==> src/rtl/fb_scaler_reader.sv <==
// Frame-buffer read engine and scaler. It maps display coordinates to
// source pixels in one of four modes and produces RGB three cycles later.
module fb_scaler_reader #(
  parameter int SRC_W   = 320,
  parameter int SRC_H   = 240,
  parameter int DST_W   = 640,
  parameter int DST_H   = 480,
  parameter int CH_BITS = 4,
  parameter int ADDR_W  = 17
) (
  input  logic                   clk,
  input  logic                   reset,
  input  logic [1:0]             mode,
  input  logic                   display_en,
  input  logic [9:0]             x_coor,
  input  logic [9:0]             y_coor,
  output logic                   rd_en,
  output logic [ADDR_W-1:0]      rd_addr,
  input  logic [3*CH_BITS-1:0]   rd_data,
  output logic                   pix_valid,
  output logic [CH_BITS-1:0]     red,
  output logic [CH_BITS-1:0]     green,
  output logic [CH_BITS-1:0]     blue
);

  localparam int PW = 3 * CH_BITS;

  localparam logic [9:0] SW     = 10'(SRC_W);
  localparam logic [9:0] SW_M1  = 10'(SRC_W - 1);
  localparam logic [9:0] DW     = 10'(DST_W);
  localparam logic [9:0] DH     = 10'(DST_H);
  localparam logic [9:0] OX     = 10'((DST_W - SRC_W) / 2);
  localparam logic [9:0] OY     = 10'((DST_H - SRC_H) / 2);
  localparam logic [9:0] OX_END = 10'((DST_W - SRC_W) / 2 + SRC_W);
  localparam logic [9:0] OY_END = 10'((DST_H - SRC_H) / 2 + SRC_H);
  localparam logic [9:0] BAR_W  = 10'(DST_W / 8);

  typedef enum logic [1:0] {
    MODE_WIN   = 2'd0,
    MODE_NEAR  = 2'd1,
    MODE_BILIN = 2'd2,
    MODE_BARS  = 2'd3
  } mode_t;

  // How the output stage builds the pixel once the read data is back.
  typedef enum logic [1:0] {
    PX_BLACK,
    PX_MEM,
    PX_AVG,
    PX_BAR
  } px_t;

  mode_t           mode_q, mode_cur;
  logic            frame_start, act, in_win;
  logic [9:0]      sx, sy, nx;
  logic            rd_req;
  px_t             kind0, kind1, kind2;
  logic [2:0]      bar0, bar1, bar2;
  logic [2:0]      bar_idx;
  logic            v1, v2;
  logic [PW-1:0]   hold, pix;

  // Frame mode: the (0,0) pixel already uses the newly sampled mode.
  always_comb begin
    frame_start = (x_coor == '0) && (y_coor == '0);
    mode_cur    = frame_start ? mode_t'(mode) : mode_q;
  end

  // Mode register, updated once per frame.
  always_ff @(posedge clk) begin
    if (reset)            mode_q <= MODE_NEAR;
    else if (frame_start) mode_q <= mode_t'(mode);
  end

  // Stage 0: coordinate mapping, read request and pixel source selection.
  always_comb begin
    act     = display_en && (x_coor < DW) && (y_coor < DH);
    in_win  = act && (x_coor >= OX) && (x_coor < OX_END) &&
              (y_coor >= OY) && (y_coor < OY_END);
    sx      = '0;
    sy      = '0;
    nx      = (x_coor >> 1) + 10'd1;
    rd_req  = 1'b0;
    kind0   = PX_BLACK;
    bar_idx = 3'(x_coor / BAR_W);
    bar0    = {~bar_idx[1], ~bar_idx[2], ~bar_idx[0]};
    unique case (mode_cur)
      MODE_WIN: begin
        sx = x_coor - OX;
        sy = y_coor - OY;
        if (in_win) begin
          rd_req = 1'b1;
          kind0  = PX_MEM;
        end
      end
      MODE_NEAR: begin
        sx     = x_coor >> 1;
        sy     = y_coor >> 1;
        rd_req = act;
        if (act) kind0 = PX_MEM;
      end
      MODE_BILIN: begin
        sy     = y_coor >> 1;
        rd_req = act;
        if (x_coor[0]) begin
          sx = (nx > SW_M1) ? SW_M1 : nx;
          if (act) kind0 = PX_AVG;
        end else begin
          sx = x_coor >> 1;
          if (act) kind0 = PX_MEM;
        end
      end
      MODE_BARS: begin
        if (act) kind0 = PX_BAR;
      end
      default: ;
    endcase
  end

  // Stage 1: registered read request plus pixel control.
  always_ff @(posedge clk) begin
    if (reset) begin
      rd_en   <= 1'b0;
      rd_addr <= '0;
      v1      <= 1'b0;
      kind1   <= PX_BLACK;
      bar1    <= '0;
    end else begin
      rd_en   <= rd_req;
      rd_addr <= ADDR_W'(32'(sy) * 32'(SW) + 32'(sx));
      v1      <= act;
      kind1   <= kind0;
      bar1    <= bar0;
    end
  end

  // Stage 2: control waits for the frame-buffer read data.
  always_ff @(posedge clk) begin
    if (reset) begin
      v2    <= 1'b0;
      kind2 <= PX_BLACK;
      bar2  <= '0;
    end else begin
      v2    <= v1;
      kind2 <= kind1;
      bar2  <= bar1;
    end
  end

  // Output pixel assembly from read data, hold register or bar colour.
  always_comb begin
    pix = '0;
    unique case (kind2)
      PX_MEM: pix = rd_data;
      PX_AVG: begin
        for (int unsigned c = 0; c < 3; c++) begin
          pix[c*CH_BITS +: CH_BITS] = CH_BITS'(({1'b0, hold[c*CH_BITS +: CH_BITS]} +
                                               {1'b0, rd_data[c*CH_BITS +: CH_BITS]}) >> 1);
        end
      end
      PX_BAR: pix = {{CH_BITS{bar2[2]}}, {CH_BITS{bar2[1]}}, {CH_BITS{bar2[0]}}};
      default: pix = '0;
    endcase
  end

  // Stage 3: registered outputs; even bilinear pixels are kept for the odd neighbour.
  always_ff @(posedge clk) begin
    if (reset) begin
      pix_valid <= 1'b0;
      red       <= '0;
      green     <= '0;
      blue      <= '0;
      hold      <= '0;
    end else begin
      pix_valid <= v2;
      red       <= pix[PW-1 -: CH_BITS];
      green     <= pix[2*CH_BITS-1 -: CH_BITS];
      blue      <= pix[CH_BITS-1:0];
      if (kind2 == PX_MEM) hold <= rd_data;
    end
  end

endmodule

==> config.mk <==
export PLATFORM = sky130hd
export DESIGN_NAME = fb_scaler_reader
export DESIGN_NICKNAME = d
export VERILOG_FILES = /design/src/rtl/fb_scaler_reader.sv
export SDC_FILE = /design/constraint.sdc
export NUM_CORES = 1
export LEC_CHECK = 0
export ABC_AREA = 1
export BUFFER_PORTS_ARGS = -buffer_cell sky130_fd_sc_hd__buf_4
export CORE_ASPECT_RATIO = 2
export CORE_UTILIZATION = 55
export DETAILED_ROUTE_END_ITERATION = 12
export PLACE_DENSITY = 0.77
export SYNTH_ARGS = -nofsm -noshare
export SYNTH_HDL_FRONTEND = slang
export SYNTH_SLANG_ARGS = --single-unit
==> constraint.sdc <==
create_clock -name clk -period 10.1 [get_ports clk]
set_clock_uncertainty 0.05 [all_clocks]
set_input_delay 1.01 -clock clk [delete_from_list [all_inputs] [get_ports clk]]
set_output_delay 1.01 -clock clk [all_outputs]
set_load 0.1 [all_outputs]
# [Yosys cells after proc, flatten, opt, wreduce, memory -nomap -nowiden]
# Index checks and enable logic that the tools add are counted.
[op_classes] mul=1 eq_ne=6 shift=0 div_mod_pow=1 order_cmp=7 add_sub_neg=7 bitwise=3 reduce_logical=11 n_mux=14
[op_table] cell="case mux 12 bit (3 select lines)" n=1
[op_table] cell="< comparator 10 x 9 -> 1 bit, second input constant" n=3
[op_table] cell="case mux 10 bit (3 select lines)" n=1
[op_table] cell="logical NOT 10 bit" n=2
[op_table] cell="two-way mux 10 bit" n=2
[op_table] cell="case mux 10 bit (2 select lines)" n=1
[op_table] cell="adder 17 x 10 -> 17 bit" n=1
[op_table] cell="adder 4 x 4 -> 5 bit" n=3
[op_table] cell="multiplier 10 x 3 -> 11 bit, second input constant" n=1
[op_table] cell="adder 9 x 1 -> 10 bit, second input constant" n=1
[op_table] cell="divider 10 x 7 -> 10 bit, second input constant" n=1
[op_table] cell=">= comparator 10 x 7 -> 1 bit, second input constant" n=1
[op_table] cell=">= comparator 10 x 8 -> 1 bit, second input constant" n=1
[op_table] cell="greater-than comparator 10 x 9 -> 1 bit, second input constant" n=1
[op_table] cell="< comparator 10 bit, second input constant" n=1
[op_table] cell="subtractor 10 x 7 -> 10 bit, second input constant" n=1
[op_table] cell="subtractor 10 x 8 -> 10 bit, second input constant" n=1
[op_table] cell="equality test 2 bit, second input constant" n=4
[op_table] cell="two-way mux 2 bit" n=4
[op_table] cell="case mux 2 bit (4 select lines)" n=1
[op_table] cell="logical AND 1 bit" n=7
[op_table] cell="equality test 2 x 1 -> 1 bit, second input constant" n=2
[op_table] cell="two-way mux 1 bit" n=3
[op_table] cell="NOT 1 bit" n=3
[op_table] cell="3 further kinds" n=3
[word_totals] output_inout_bits=31 latch_bits=0 n_memories=0 inputBits=37 word_cells=64 regBits=57 mem_bits_ro=0 mem_bits_rw=0

# [Longest topological paths before layout]
[logic_depth] ltp_word=9 ltp_mapped=29 depth_no_buf=28

# [Least setup slack after synthesis]
# No wires, ideal clock.
[synth_timing] path_type="input to register" startpoint="input port x_coor[9]" endpoint="register rd_addr[16]" setup_slack_ps=5191 required_time_ps=9930 cell_stages=23 arrival_ps=4739 setup_ps=120 n_path_buf=1 path_cell_list="buf_4 nor2_1 inv_1 nor4_1 nand4_1 mux2i_1 ha_1 clkinv_1 nor2_2 inv_1 o21ai_0 ha_1 ha_1 ha_1 nand3_1 and2_1 nand3b_1 nor2_1 nand2_1 nor2_1 nand2_1 o21ai_0 a21oi_1"
[synth_between] elab_chain_len=8 word_cells_on_any_way=16 classes_between="add/sub (3); mul (1); order compare (1); eq/ne (2); mux (5); reduce/logical (4)"
[synth_lines] element="start, declared" line_no="15" text="input logic [9:0] x_coor,"
[synth_lines] element="logical NOT 10 bit" line_no="65" text="frame_start = (x_coor == '0) && (y_coor == '0);"
[synth_lines] element="logical AND 1 bit" line_no="65"
[synth_lines] element="two-way mux 2 bit"
[synth_lines] element="equality test 2 bit or equality test 2 x 1 -> 1 bit (tied branches)" line_no="87" text="unique case (mode_cur)"
[synth_lines] element="OR reduction 2 bit (no source line)"
[synth_lines] element="case mux 10 bit (2 select lines)" line_no="87"
[synth_lines] element="multiplier 10 x 3 -> 11 bit" line_no="130" text="rd_addr <= ADDR_W'(32'(sy) * 32'(SW) + 32'(sx));"
[synth_lines] element="adder 17 x 10 -> 17 bit (*)" line_no="130"
[synth_lines] element="end signal, assigned" line_no="130"
[synth_lines] element="end, declared" line_no="18" text="output logic [ADDR_W-1:0] rd_addr,"
# Every way passes the cells marked *; elsewhere a longest branch is shown, timed or not.
# A chain may end at the register's enable or synchronous reset.

# [Final worst setup path]
[layout_timing] startpoint="input port x_coor[0]" endpoint="register rd_addr[16]"
# The elaborated chain is that of the path after synthesis.

==> reports/results.env <==
SYNTH_AREA_PER_CELL_SQ_UM=7.14
GRT_START_MAX_NET_PINS=35
FIRSTDRTPASSITERS=7
TIMING.FINAL.SETUP_VIOLATIONS=0
CTS-RESIZED-GATES=0
CP.REQUIRED_NS=10.26
AREA_GROWTH_SYN_TO_LAYOUT_PCT=21.4
ANTENNA_VIOLATING_NETS_POST_ROUTE=0
CTS-BUFFERS-INSERTED=9
MAX_FREQ_MHz=183
CRITICAL_PATH.REG2REG.STARTPOINT='mode_q[0]'
VDD.IR_DROP.WORST_mV=0.0914
ANTENNA_FOUND_INITIAL=0
HTREEDEPTH=3
LEAST_MARGIN_PIN_SLEW_NS=0.669
CTSLONGESTPATHBUFFERS=2
ROUTED_VIA_COUNT_DIVIDED_BY_CELL_COUNT=5.83
COMPOUND_GATE_FRACTION_OF_SYNTH_AREA=0.159
YOSYS.AREA_SHARE.ADDER=0.148
CLK_LATENCY_NS=0.33
HOLD-PATH-CELL-COUNT=2
NUM_ANTENNA_CELLS=0
SYNTH_FP_NETS=663
FLOORPLAN.ROWS=44
GRT_PASS1_WL_MM=18.5
HOLD_PATH.CLASS='flop to flop'
PER_CELL_ROUTED_WIRE_LENGTH_UM=15.6
POST_SYNTH_INST_COUNT=580
CRIT_TOP_CELL='sky130_fd_sc_hd__nor2_1'
LAYOUT_WORST_PATH_CYCLE_SHARE=0.540
DRT_FIRST_ITER_VIOLATIONS=315
FF2FF_PATH_DEPTH=18
TIMING.SETUP.CRITICAL_PATH_CLASS='input port to flop'
YS.WARNINGS.COUNT=0
TIMING.HOLD.WORST.START='v2'
PROPORTION_OF_SYNTHESIZED_AREA_IN_MUX_CELLS=0.00484
BUFFER_PORTS.INSERTED=67
DETAIL_ROUTE.WIRELENGTH_MM=11.6
POST-CTS-SETUP-BUFFER-COUNT=0
NUMBER_OF_FLOPS_MAPPED_TO_ENABLE_CELLS_BY_YOSYS=0
MIN_PERIOD_NS=5.46
CTS_HOLD_REPAIR.BUFFERS=0
SYNTHFLOPTYPE='sky130_fd_sc_hd__dfxtp_1'
TRITONCTS_CLOCK_TREE='done'
WORST_SETUP_END_KIND='flop'
RSZ0062_AT_GRT='false'
TRACK_USAGE=0.300
FINAL_HOLD_VIOL_COUNT=0
CAP_VIOLATIONS=0
FINAL_AREA_SQ_UM=5030
CLOCK_SINK_COUNT=57
NUMBER_OF_STORAGE_ELEMENTS_IN_THE_SYNTHESIS_NETLIST=57
CP_SLOWEST_CELL='sky130_fd_sc_hd__fa_1'
P_PER_AREA_nW_PER_UM2=160
CRIT_PATH_MAX_FANOUT=10
SYNTH_CELL_TYPE_COUNT=45
CLK_SLEW_ON_WORST_S_H_PATHS_NS=0.05
FP.COREAREA_SQ_UM=7270
GP_CONGESTION=0.975
TIMING.HOLD.WORST_ENDPOINT='pix_valid'
R2R-END='rd_addr[16]'
INITIAL_CORE_UTIL=0.570
IO_PINS=68
WORSTPATHARRIVAL_NS=5.62
YOSYS.AREA_SHARE.XOR_XNOR=0.0426
DRT_DRC_VIOLATIONS_LEFT=0
VIA_COUNT_OF_THE_FIRST_GLOBAL_ROUTING_PASS=4325
R2R_SLACK_NS=5.98
CP_CELL_SEQUENCE='buf_4 -> nor2_1 -> nand2_1 -> nor2_1 -> nand4_1 -> mux2i_1 -> ha_1 -> clkinv_1 -> nor2_2 -> inv_1 -> o21ai_0 -> ha_1 -> ha_1 -> inv_1 -> fa_1 -> xnor2_1 -> nand3b_1 -> nor2_1 -> nand2_1 -> nor2_1 -> nand2_1 -> o21ai_0 -> a21oi_1'
SETUP_TNS_NS=0
PLACE_AREA_SQ_UM=4670
DIEHEIGHT_UM=125
DIEWIDTH_UM=63.4
GRT_OVERFLOW=0
SYNTH_AREA_SQ_UM=4140
DIE_AREA_SQ_UM=7900
WORST_SETUP_PATH_START_KIND='input port'
SYNTH.YOSYS.SEQ_AREA_SHARE=0.276
SYNTH.AREA.TOP_CELLS='sky130_fd_sc_hd__dfxtp_1, sky130_fd_sc_hd__ha_1, sky130_fd_sc_hd__nand2_1'
YS_ASYNC_SR_FRACTION=0
SHARE_OF_SYNTHESIZED_CELL_AREA_IN_AND_OR_NAND_AND_NOR_GATES=0.270
CELL_TYPE_CONTRIBUTING_THE_MOST_TOTAL_CELL_AREA_AFTER_SYNTHESIS='sky130_fd_sc_hd__dfxtp_1'
MAXSLEWVIOLCOUNT=0
CRITICAL-PATH-MAX-STAGE-DELAY_NS=0.40
RUN_STATUS='complete, no violations'
SLEW_LIMIT_HEADROOM=0.553
SYNTHDOMINANTCELLAREASHARE=0.276
ROUTED-VIA-COUNT=4311
HPWLAFTERDP_MM=8.70
CTS-ROOT-BUF='sky130_fd_sc_hd__clkbuf_16'
PROPORTION_OF_LAYOUT_CELLS_WITH_A_DRIVE_SUFFIX_ABOVE_1=0.181
NUM-NETS-FINAL=726
STATIC-LEAKAGE-POWER_nW=2.51
SYNTH_TOP_FAMILY_BY_AREA='simple AND/OR/NAND/NOR gates'
## synthesized netlist by cell type, types with 8 or more instances
master                     number
sky130_fd_sc_hd__nand3_1       29
sky130_fd_sc_hd__inv_1         80
sky130_fd_sc_hd__a31oi_1       14
sky130_fd_sc_hd__o21ai_0       29
sky130_fd_sc_hd__nand2_1      119
sky130_fd_sc_hd__nor3_1        10
sky130_fd_sc_hd__nor2_1        40
sky130_fd_sc_hd__xor2_1        12
sky130_fd_sc_hd__nor2_2         8
sky130_fd_sc_hd__dfxtp_1       57
sky130_fd_sc_hd__nand4_1        8
sky130_fd_sc_hd__nand2_2        8
sky130_fd_sc_hd__o22ai_1        8
sky130_fd_sc_hd__ha_1          41
sky130_fd_sc_hd__clkbuf_1       9
sky130_fd_sc_hd__a21oi_1       42
## how the worst max path moves through the flow
stage               from     endpoint  slack, ns  depth (start not counted)
3_5_place_dp   x_coor[0]  rd_addr[16]       4.47                         23
6_report       x_coor[0]  rd_addr[16]       4.64                         23
4_1_cts        x_coor[0]  rd_addr[16]       4.78                         23
3_3_place_gp   x_coor[0]  rd_addr[16]       4.70                         23
2_1_floorplan  x_coor[9]  rd_addr[16]       5.19                         23
5_1_grt        x_coor[0]  rd_addr[15]       4.23                         27
## logic make-up (layout without fill, tap and decap cells)
family,count (synthesis),after routing
AND/OR/NAND/NOR,241,241
AO/OA/AOI/OAI,114,114
buffers and inverters,102,170
flip-flops,57,57
adder cells (fa/ha/maj),46,46
XOR/XNOR,18,18
multiplexers,2,2
## layout by cell type (no fill, tap or decap), types with 4 or more instances in the layout
cell / instances
sky130_fd_sc_hd__a21oi_1: 42
sky130_fd_sc_hd__inv_2: 5
sky130_fd_sc_hd__nand3_1: 29
sky130_fd_sc_hd__o21ai_0: 29
sky130_fd_sc_hd__o22ai_1: 8
sky130_fd_sc_hd__nor2_1: 40
sky130_fd_sc_hd__a21boi_0: 4
sky130_fd_sc_hd__nand4_1: 8
sky130_fd_sc_hd__ha_1: 41
sky130_fd_sc_hd__xnor2_1: 5
sky130_fd_sc_hd__nor3_1: 10
sky130_fd_sc_hd__buf_4: 67
sky130_fd_sc_hd__nand2_1: 119
sky130_fd_sc_hd__a31oi_1: 14
sky130_fd_sc_hd__fa_1: 5
sky130_fd_sc_hd__inv_1: 80
sky130_fd_sc_hd__clkbuf_16: 9
sky130_fd_sc_hd__xor2_1: 12
sky130_fd_sc_hd__nand3b_1: 4
sky130_fd_sc_hd__nor2_2: 8
sky130_fd_sc_hd__nor4_1: 5
sky130_fd_sc_hd__nand2_2: 8
sky130_fd_sc_hd__dfxtp_1: 57
sky130_fd_sc_hd__nand2_4: 4
## critical path: cells and delay by family
family	cells	cell delay, ns
simple gates	10	1.65
fa+ha+maj	4	1.06
buf+inv	4	0.65
compound gates	3	0.57
mux	1	0.38
xor+xnor	1	0.30
## registers in the layout, indices dropped and copies added (netlist names)
| register | flops |
|---|---|
| rd_addr | 17 |
| hold | 12 |
| blue | 4 |
| green | 4 |
| red | 4 |
| bar1 | 3 |
| bar2 | 3 |
| kind1 | 2 |
| kind2 | 2 |
| mode_q | 2 |
| pix_valid | 1 |
| rd_en | 1 |
| v1 | 1 |
| v2 | 1 |
## routing by layer
layer,GRT usage,wire length [um]
met1,0.263,3850
met4,0.242,737
met2,0.566,6390
met3,0.0485,579
met5,0,0
## power by group
part	switching, W	leakage (nW)	internal (W)	total, W
clock network	0.000104	0.173	0.000255	0.000359
registers	0.00000421	0.465	0.000237	0.000242
logic	0.000146	1.87	0.0000587	0.000205
## through the flow
stage          instances  utilization  worst slack, ns  total power (W)  hold slack [ns]
2_1_floorplan        580            -             5.19         0.000398            0.338
3_3_place_gp         724        0.643             4.70         0.000443            0.339
3_5_place_dp         724        0.643             4.47         0.000447            0.346
4_1_cts              740        0.692             4.78         0.000808            0.355
5_1_grt              740        0.692             4.23         0.000833            0.380
6_report             740        0.692             4.64         0.000805            0.352
## final cells by class
class	instances	area (sq um)
Multi-Input combinational cell	421	2580
Clock buffer	12	256
Sequential cell	57	1140
Tap cell	92	115
Fill cell	674	2240
Inverter	87	329
Timing Repair Buffer	67	503
Clock inverter	4	98.8
No activity file was read; power rests on OpenSTA's default activity.
